$ cat src/rtl/debug_pkg.sv
// -----------------------------------------------------------------------------
// debug_pkg
// Shared definitions for the debug hex monitor: the monitor state encoding and
// the width of one hex digit.
// -----------------------------------------------------------------------------
package debug_pkg;

    // Width of one hex digit nibble on the display bus.
    localparam int DIGIT_W = 4;

    // Monitor operating states.
    //   ST_RUN    : display follows ch_sel on every refresh, step advances ch_sel
    //   ST_FROZEN : display and ch_sel held while the freeze level is high
    //   ST_HOLD   : display captured by a breakpoint hit, waits for a step press
    typedef enum logic [1:0] {
        ST_RUN    = 2'd0,
        ST_FROZEN = 2'd1,
        ST_HOLD   = 2'd2
    } mon_state_e;

endpackage

$ cat src/rtl/btn_debounce.sv
// -----------------------------------------------------------------------------
// btn_debounce
// Brings a raw, asynchronous push-button into the clock domain through a
// two-flop synchroniser, filters contact bounce, and emits a one-cycle pulse
// on each rising edge of the filtered level.
//
// Ports
//   clk        : clock, all state updates on its rising edge
//   rst_n      : asynchronous active-low reset
//   btn_raw    : raw active-high button, asynchronous to clk
//   step_pulse : registered one-cycle pulse per accepted press
// -----------------------------------------------------------------------------
module btn_debounce
    import debug_pkg::*;
#(
    parameter int DEBOUNCE_CYC = 500000
) (
    input  logic clk,
    input  logic rst_n,
    input  logic btn_raw,
    output logic step_pulse
);

    // Counter must be able to reach DEBOUNCE_CYC-1.
    localparam int DB_W = (DEBOUNCE_CYC > 1) ? $clog2(DEBOUNCE_CYC + 1) : 1;

    logic            sync_p0;
    logic            sync_p1;
    logic            btn_level;
    logic [DB_W-1:0] stable_cnt;

    // ---- stage p0/p1: metastability synchroniser ----
    always_ff @(posedge clk or negedge rst_n) begin
        if (!rst_n) begin
            sync_p0 <= 1'b0;
            sync_p1 <= 1'b0;
        end else begin
            sync_p0 <= btn_raw;
            sync_p1 <= sync_p0;
        end
    end

    // ---- stage p2: debounce filter and edge pulse ----
    // stable_cnt counts consecutive samples that disagree with the accepted
    // level; any agreeing sample restarts the count, so a bounce shorter than
    // DEBOUNCE_CYC samples never reaches the accepted level.
    always_ff @(posedge clk or negedge rst_n) begin
        if (!rst_n) begin
            btn_level  <= 1'b0;
            stable_cnt <= '0;
            step_pulse <= 1'b0;
        end else begin
            step_pulse <= 1'b0;
            if (sync_p1 == btn_level) begin
                stable_cnt <= '0;
            end else if (stable_cnt == DB_W'(DEBOUNCE_CYC - 1)) begin
                btn_level  <= sync_p1;
                stable_cnt <= '0;
                step_pulse <= sync_p1;
            end else begin
                stable_cnt <= stable_cnt + DB_W'(1);
            end
        end
    end

endmodule

$ cat src/rtl/debug_hex_monitor.sv
// -----------------------------------------------------------------------------
// debug_hex_monitor
// Shows one of NUM_CH debug channels on a row of hex digits. A debounced step
// button walks through the channels, a freeze level holds the display, and a
// bus-address breakpoint captures the selected channel and holds it until the
// next step press.
//
// Ports
//   MCLK       : clock, all state updates on its rising edge
//   reset_n    : asynchronous active-low reset
//   ch_data    : packed channels, channel k at [k*CH_W +: CH_W]
//   step_btn   : raw active-high step button, asynchronous to MCLK
//   freeze     : level, holds the current display while high
//   bp_en      : breakpoint enable
//   bp_addr    : breakpoint address
//   bus_addr   : CPU bus address
//   bus_valid  : bus_addr valid this cycle
//   hex_digits : nibble i drives hex digit i (registered)
//   ch_sel     : selected channel (registered)
//   bp_hit     : sticky breakpoint flag (registered)
//   hit_count  : saturating breakpoint hit counter (registered)
// -----------------------------------------------------------------------------
module debug_hex_monitor
    import debug_pkg::*;
#(
    parameter int NUM_CH       = 8,
    parameter int CH_W         = 16,
    parameter int NUM_DIGITS   = 6,
    parameter int DEBOUNCE_CYC = 500000,
    parameter int REFRESH_DIV  = 2500000
) (
    input  logic                          MCLK,
    input  logic                          reset_n,
    input  logic [NUM_CH*CH_W-1:0]        ch_data,
    input  logic                          step_btn,
    input  logic                          freeze,
    input  logic                          bp_en,
    input  logic [15:0]                   bp_addr,
    input  logic [15:0]                   bus_addr,
    input  logic                          bus_valid,
    output logic [DIGIT_W*NUM_DIGITS-1:0] hex_digits,
    output logic [$clog2(NUM_CH)-1:0]     ch_sel,
    output logic                          bp_hit,
    output logic [7:0]                    hit_count
);

    localparam int SEL_W = $clog2(NUM_CH);
    localparam int RC_W  = (REFRESH_DIV > 1) ? $clog2(REFRESH_DIV) : 1;
    localparam int HEX_W = DIGIT_W * NUM_DIGITS;

    // Hit counter holds at its maximum instead of wrapping.
    function automatic logic [7:0] sat_inc8(input logic [7:0] v);
        return (v == 8'hFF) ? v : v + 8'd1;
    endfunction

    // Display layout: channel value in the low digits, channel number in the
    // top digit (size cast zero-extends or truncates to one nibble), zeros
    // in between.
    function automatic logic [HEX_W-1:0] pack_digits(input logic [CH_W-1:0]  d,
                                                     input logic [SEL_W-1:0] s);
        logic [HEX_W-1:0] r;
        r                            = '0;
        r[CH_W-1:0]                  = d;
        r[HEX_W-1 -: DIGIT_W]        = DIGIT_W'(s);
        return r;
    endfunction

    logic                  step_pulse;
    logic [RC_W-1:0]       refresh_cnt;
    logic                  refresh_tick;
    logic                  hit;
    mon_state_e            state;
    logic [CH_W-1:0]       disp_p0;
    logic [CH_W-1:0]       ch_arr [NUM_CH];
    logic [CH_W-1:0]       sel_data;
    logic [SEL_W-1:0]      next_sel;

    btn_debounce #(
        .DEBOUNCE_CYC (DEBOUNCE_CYC)
    ) u_btn_debounce (
        .clk        (MCLK),
        .rst_n      (reset_n),
        .btn_raw    (step_btn),
        .step_pulse (step_pulse)
    );

    // Refresh timebase: tick is high during the last count, so the consuming
    // edge is the one where the counter wraps.
    always_ff @(posedge MCLK or negedge reset_n) begin
        if (!reset_n) begin
            refresh_cnt <= '0;
        end else if (refresh_tick) begin
            refresh_cnt <= '0;
        end else begin
            refresh_cnt <= refresh_cnt + RC_W'(1);
        end
    end

    assign refresh_tick = (refresh_cnt == RC_W'(REFRESH_DIV - 1));

    assign hit = bp_en & bus_valid & (bus_addr == bp_addr);

    always_comb begin
        for (int k = 0; k < NUM_CH; k++) begin
            ch_arr[k] = ch_data[k*CH_W +: CH_W];
        end
    end

    assign sel_data = ch_arr[ch_sel];
    assign next_sel = (ch_sel == SEL_W'(NUM_CH - 1)) ? '0 : ch_sel + SEL_W'(1);

    // ---- stage p0: control state, channel select, display register ----
    // A hit in RUN wins over both a refresh and a step in the same cycle, and
    // freeze wins over refresh/step, so the captured or frozen value is never
    // overwritten on the edge that enters the holding state.
    always_ff @(posedge MCLK or negedge reset_n) begin
        if (!reset_n) begin
            state     <= ST_RUN;
            ch_sel    <= '0;
            disp_p0   <= '0;
            bp_hit    <= 1'b0;
            hit_count <= '0;
        end else begin
            if (hit) begin
                bp_hit    <= 1'b1;
                hit_count <= sat_inc8(hit_count);
            end

            unique case (state)
                ST_RUN: begin
                    if (hit) begin
                        disp_p0 <= sel_data;
                        state   <= ST_HOLD;
                    end else if (freeze) begin
                        state <= ST_FROZEN;
                    end else begin
                        if (refresh_tick) begin
                            disp_p0 <= sel_data;
                        end
                        if (step_pulse) begin
                            ch_sel <= next_sel;
                        end
                    end
                end

                ST_FROZEN: begin
                    if (!freeze) begin
                        state <= ST_RUN;
                    end
                end

                ST_HOLD: begin
                    // A fresh hit on the release edge keeps the flag set.
                    if (step_pulse) begin
                        state <= ST_RUN;
                        if (!hit) begin
                            bp_hit <= 1'b0;
                        end
                    end
                end

                default: begin
                    state <= ST_RUN;
                end
            endcase
        end
    end

    // ---- stage p1: registered digit drive ----
    always_ff @(posedge MCLK or negedge reset_n) begin
        if (!reset_n) begin
            hex_digits <= '0;
        end else begin
            hex_digits <= pack_digits(disp_p0, ch_sel);
        end
    end

endmodule

$ cat config.mk
export PLATFORM = sky130hd
export DESIGN_NAME = debug_hex_monitor
export DESIGN_NICKNAME = d
export VERILOG_FILES = /design/src/rtl/debug_pkg.sv /design/src/rtl/btn_debounce.sv /design/src/rtl/debug_hex_monitor.sv
export SDC_FILE = /design/constraint.sdc
export NUM_CORES = 1
export LEC_CHECK = 0
export CAP_MARGIN = 40
export CORE_MARGIN = 3
export CORE_UTILIZATION = 45
export DETAILED_ROUTE_END_ITERATION = 8
export PLACE_DENSITY = 0.81
export SETUP_SLACK_MARGIN = 0.15
export SLEW_MARGIN = 40
export SYNTH_ARGS = -nofsm -noshare
export SYNTH_HDL_FRONTEND = slang
export SYNTH_SLANG_ARGS = --single-unit
$ cat constraint.sdc
create_clock -name MCLK -period 2.7 [get_ports MCLK]
set_input_delay 0.405 -clock MCLK [delete_from_list [all_inputs] [get_ports MCLK]]
set_output_delay 0.405 -clock MCLK [all_outputs]
set_load 0.03 [all_outputs]
==> flow_summary.yaml, run 1 <==
detailed_routing:
  routedWlPerCell_um: 19.14
  totalWireLength_um: 14700
  drc: 0
  ant_nets: 0
  vias_per_cell: 5.470
  num_vias: 4201
  drtPass1Iterations: 4
  drt_iter0_drc: 362
power_and_ir_drop:
  internal_power_mw: 2.575
  finalPower_mw: 3.283
  irDropWorstVdd_mv: 0.4053
  power_leakage_nw: 2.952
  p_switching_mw: 0.7086
  p_seq_share_pct: 44.3
  p_comb_share_pct: 13.7
  power_density_nw_per_um2: 433.0
  clockPowerShare_pct: 41.9
  p_sw_share_pct: 21.58
cts:
  cts_hold_buf: 0
  clock_latency_ns: 0.34
  cts_tree: "yes"
  htree_levels: 3
  cts.path.max_buffers: 2
  cts_setup_buffers: 0
  cts_sinks: 94
  cts-root-buf: "clkbuf_16"
  clkSlewWorstSetupHoldPaths_ns: 0.07
  post_cts_resized: 0
  cts_buffers: 9
timing:
  hold_viol: 0
  finalSetupViolations: 0
  max-slew-margin-rel_pct: 47.63
  rsz0062_at_grt: "no"
  tightest_slew_ns: 0.7783
  fin_tns_setup_ns: 0
  hold_ws_ns: 0.09157
  clock_skew_ns: 0.008653
  slew_violations: 0
  fin_crit_sh_pct: 83.38
  fin_crit_ns: 2.251
  clock.fmax_mhz: 444.2
yosys:
  synth_area_leaders: "dfrtp_1, mux4_2, xnor2_1"
  synth-xor-area-share_pct: 10.04
  yosysMostFrequentCell: "dfrtp_1"
  synth_adder_area_share_pct: 1.215
  synth_area_um2: 5149
  ys_types: 50
  synth-edff-count: 0
  synth_top_area_cell: "dfrtp_1"
  synthTopCellsByCount: "dfrtp_1, nor2_1, mux4_2, xnor2_1, xor2_1"
  yosys.area_share.simple_pct: 16.09
  ys_async_sr_fraction_pct: 100.0
  synthMuxAreaShare_pct: 18.40
  synth-seq-cells: 94
  synth_compound_area_share_pct: 5.249
  ys_warn_count: 0
  synth_top_cell_area_share_pct: 45.69
  yosysSeqAreaShare_pct: 45.69
  synth_top_family_by_area: "multiplexers"
  syn_inst: 427
  synth_area_per_cell_um2: 12.06
  ys.flop_type: "dfrtp_1"
die:
  die_area_um2: 12760
  die_w_um: 113.0
  core-area_um2: 11030
  io_pins: 202
  row_count: 38
  fp.dieH_um: 113.0
  start_util_pct: 46.68
critical_path:
  cp.required_ns: 2.88
  cp_max_fo: 16
  critPathTopFamily: "simple AND/OR/NAND/NOR gates"
  critPathArrivalTime_ns: 2.43
  crit_chain: "or4b_1 > nor4_2 > nand2_1 > o22ai_4 > a31oi_1"
  critPathLaunchType: "flop"
  path_class: "reg -> reg"
  crit_slowest_cell: "or4b_1"
  path_buf_inv: 0
  end_kind: "flop"
  max_stage_delay_ns: 0.57
placement:
  post-place-cells: 749
  dpl.hpwl_um: 11680
  gp_congestion: 0.8964
  portBuffers: 196
global_routing:
  antenna_found_initial: 2
  grt_max_degree: 51
  grt-ovfl-total: 0
  grt_pass1_wl_um: 23530
  grt_usage_pct: 23.46
  grt_pass1_vias: 4607
job:
  drv_cap: 0
finish:
  drive_above_1_share_pct: 12.32
  syn2layout_area_growth_pct: 47.27
  final_cells: 768
  nets: 791
min_path:
  hp-class: "in -> async"
run_status:
  status: "finished clean"
-- registers in the layout, summed over array words and instances (netlist names) --
| name | count |
|---|---|
| u_btn_debounce.step_pulse | 1 |
| hex_digits | 19 |
| state | 2 |
| u_btn_debounce.sync_p1 | 1 |
| u_btn_debounce.sync_p0 | 1 |
| disp_p0 | 16 |
| hit_count | 8 |
| refresh_cnt | 22 |
| bp_hit | 1 |
| u_btn_debounce.stable_cnt | 19 |
| ch_sel | 3 |
| u_btn_debounce.btn_level | 1 |
-- cell families (layout without fill, tap and decap cells) --
kind of cell,after synthesis,count (layout)
AO/OA/AOI/OAI,38,38
multiplexers,54,54
AND/OR/NAND/NOR,144,144
XOR/XNOR,59,59
buffers and inverters,32,226
adder cells (fa/ha/maj),5,5
flip-flops,94,94
other,1,8
-- area by class of cell --
| cell class | instances | area (µm²) |
|---|---|---|
| inverter | 6 | 22.52 |
| multi-input combinational | 305 | 2649 |
| clock buffer | 10 | 239.0 |
| clock inverter | 6 | 91.34 |
| tap | 140 | 175.2 |
| sequential | 94 | 2354 |
| fill | 807 | 3448 |
| timing repair buffer | 204 | 2044 |
| antenna | 3 | 7.507 |
-- power by group through the flow --
stage / sequential, mW / combinational [mW] / clock [mW]
2_1_floorplan: 1.50 / 0.111 / 0
3_3_place_gp: 1.48 / 0.444 / 0
3_5_place_dp: 1.48 / 0.452 / 0
4_1_cts: 1.46 / 0.454 / 1.40
5_1_grt: 1.46 / 0.481 / 1.46
6_report: 1.46 / 0.450 / 1.38
-- through the flow --
stage	setup WS (ns)	cell area, µm²	utilization (%)
6_report	0.4486	7582	68.74
5_1_grt	0.3882	7582	68.74
4_1_cts	0.4798	7575	68.67
3_5_place_dp	0.2030	7244	65.68
3_3_place_gp	0.3244	7244	65.68
2_1_floorplan	0.7618	5164	-
-- layout by cell type (no fill, tap or decap), drive strengths merged, types with 7 or more instances in the layout --
master / Yosys / layout
mux4: 32 / 32
xnor2: 30 / 30
nand3: 23 / 23
mux2i: 17 / 17
clkbuf: 8 / 10
nor3: 13 / 13
inv: 6 / 8
nand2: 16 / 16
a211oi: 16 / 16
nand4: 7 / 7
nor2: 40 / 40
clkdlybuf4s50: 0 / 195
nor4: 12 / 12
a31oi: 16 / 16
dfrtp: 94 / 94
xor2: 29 / 29
buf: 18 / 9
-- final timing paths --
path | end | cells past startpoint | slack [ns] | startpoint
worst max-delay path | disp_p0[14]$_DFFE_PN0P_ | 5 | 0.45 | refresh_cnt[6]$_DFF_PN0_
worst min-delay path | hit_count[4]$_DFFE_PN0P_ | 1 | 0.09 | reset_n
worst max register to register | disp_p0[14]$_DFFE_PN0P_ | 5 | 0.45 | refresh_cnt[6]$_DFF_PN0_
worst min register to register | u_btn_debounce.sync_p1$_DFF_PN0_ | 0 | 0.34 | u_btn_debounce.sync_p0$_DFF_PN0_
max in group asynchronous | refresh_cnt[3]$_DFF_PN0_ | 2 | 1.95 | reset_n
min in group MCLK | u_btn_debounce.sync_p1$_DFF_PN0_ | 0 | 0.34 | u_btn_debounce.sync_p0$_DFF_PN0_
-- per-layer routing --
metal	global-route usage, %	vias to the layer above	share of wire (%)
met2	42.14	148	55
met5	0	-	0
met1	27.13	2063	37
met4	8.734	0	3.1
li1	-	1959	-
met3	5.615	31	5.5
Note: power is estimated with default switching activity, not from simulation.
==> inputs of run 2 (changes only) <==
- CORE_UTILIZATION: 45 -> 40
- PLACE_DENSITY: 0.81 -> 0.76
- clock period: 2.7 -> 1.86 ns (I/O delays scaled with it)
==> flow_summary.yaml, run 2 (same netlist as run 1, synthesis figures left out) <==
finish:
  final_cells: 843
  layout_common_cells: "clkdlybuf4s50_1, dfrtp_1, nor2_1, buf_4, mux4_2"
  largest_reg_flops: 22
  top_register: "refresh_cnt"
  drive_above_1_share_pct: 24.96
  largestRegisters: "refresh_cnt x22, hex_digits x19, u_btn_debounce.stable_cnt x19"
  nets: 839
  nFillCells: 857
  syn2layout_area_growth_pct: 63.84
  mostFrequentLayoutCell: "clkdlybuf4s50_1"
global_routing:
  antenna_found_initial: 2
  grt_pass1_wl_um: 24560
  grt_usage_pct: 22.08
  grt_pass1_vias: 4700
  grt-ovfl-total: 0
  grt_max_degree: 53
detailed_routing:
  ant_nets: 0
  routedWlPerCell_um: 20.76
  totalWireLength_um: 17500
  vias_per_cell: 5.370
  drt_iter0_drc: 327
  num_vias: 4527
  drtPass1Iterations: 5
  drc: 0
run_status:
  status: "finished with violations"
  violations: "setup timing"
power_and_ir_drop:
  power_density_nw_per_um2: 536.2
  irDropWorstVdd_mv: 0.5120
  power_leakage_nw: 3.522
  p_seq_share_pct: 46.8
  p_comb_share_pct: 15.2
  internal_power_mw: 3.437
  p_switching_mw: 1.086
  p_sw_share_pct: 24.02
  clockPowerShare_pct: 38.0
timing:
  clock_skew_ns: 0.009655
  slew_violations: 0
  clock.fmax_mhz: 533.8
  fin_crit_ns: 1.873
  finalWorstSetupSlack_ns: -0.01329
  fin_crit_sh_pct: 100.7
  tightest_slew_ns: 0.5004
  rsz0062_at_grt: "yes"
  fin_tns_setup_ns: -0.03160
  finalSetupViolations: 4
  max-slew-margin-rel_pct: 66.17
  hold_viol: 0
placement:
  dpl.hpwl_um: 12600
  post-place-cells: 803
  gp_congestion: 0.9364
  portBuffers: 196
job:
  drv_cap: 0
cts:
  cts-root-buf: "clkbuf_16"
  cts_sinks: 94
  clock_latency_ns: 0.34
  cts_tree: "yes"
  cts.path.max_buffers: 2
  clkSlewWorstSetupHoldPaths_ns: 0.07
  htree_levels: 3
  cts_buffers: 9
critical_path:
  path_buf_inv: 1
  crit_chain: "or4b_4 > nor4_4 > nand2_2 > o22ai_4 > buf_12 > a31oi_1"
  end_kind: "flop"
  max_stage_delay_ns: 0.55
  path_class: "reg -> reg"
  critPathArrivalTime_ns: 2.08
  crit_slowest_cell: "or4b_4"
  critPathLaunchType: "flop"
  cp.required_ns: 2.07
  critPathTopFamily: "simple AND/OR/NAND/NOR gates"
  cp_max_fo: 16
die:
  io_pins: 202
  die_w_um: 119.5
  die_area_um2: 14270
  fp.dieH_um: 119.5
  row_count: 40
  core-area_um2: 12310
  start_util_pct: 41.82
min_path:
  hp-class: "reg -> reg"
## run 2: final cells by class
type | count | area [µm²] | share of cell area (%)
diodes | 2 | 5.005 | 0.05933
multi-input cells | 308 | 3030 | 35.92
repair buffers | 249 | 2537 | 30.08
flip-flops and latches | 94 | 2356 | 27.93
clock buffers | 9 | 225.2 | 2.670
well taps | 168 | 210.2 | 2.492
clock inverters | 7 | 48.80 | 0.5785
inverters | 6 | 22.52 | 0.2670
## run 2: metrics by stage
stage          cell area, µm²  worst slack [ns]  hold slack [ns]  utilization (%)  power, mW
6_report                 8436          -0.01329           0.3679            68.52      4.523
5_1_grt                  8436          -0.09642           0.3779            68.52      4.676
4_1_cts                  7918          -0.02764           0.3734            64.31      4.525
3_5_place_dp             7525           -0.4549           0.1976            61.12      2.827
3_3_place_gp             7525           -0.3777           0.1862            61.12      2.813
2_1_floorplan            5189         0.0002375         -0.01659                -      2.343
## run 2: final timing paths
path | startpoint | to | slack (ns) | depth (start not counted)
min | u_btn_debounce.sync_p0$_DFF_PN0_ | u_btn_debounce.sync_p1$_DFF_PN0_ | 0.37 | 0
max reg2reg | refresh_cnt[6]$_DFF_PN0_ | disp_p0[0]$_DFFE_PN0P_ | -0.01 | 6
max | refresh_cnt[6]$_DFF_PN0_ | disp_p0[0]$_DFFE_PN0P_ | -0.01 | 6
max in group asynchronous | reset_n | u_btn_debounce.stable_cnt[5]$_DFF_PN0_ | 0.84 | 3
min reg2reg | u_btn_debounce.sync_p0$_DFF_PN0_ | u_btn_debounce.sync_p1$_DFF_PN0_ | 0.37 | 0
min in group asynchronous | reset_n | hit_count[3]$_DFFE_PN0P_ | 0.41 | 2
## run 2: routing by layer
metal	track usage, %	up-vias	wire [µm]
met1	24.35	2255	6154
li1	-	2060	-
met4	7.516	0	497
met3	5.366	34	985
met5	0	-	0
met2	41.24	178	9866
## run 2: power groups by stage
stage                     logic [mW]  registers (mW)  clock network, mW
after floorplan                0.161            2.18                  0
after global placement         0.662            2.15                  0
after detailed placement       0.674            2.15                  0
after CTS                      0.673            2.11               1.74
after global routing           0.731            2.12               1.83
final                          0.687            2.12               1.72
## run 2: repair_timing
item | CTS | global route
endpoints found under the hold margin | 21 | 0
pin swaps | 15 | 38
buffers inserted | 3 | 12
cloned | 0 | 6
resized for setup | 41 | 78
hold buffers | 1 | 0
endpoints found under the setup margin | 57 | 60
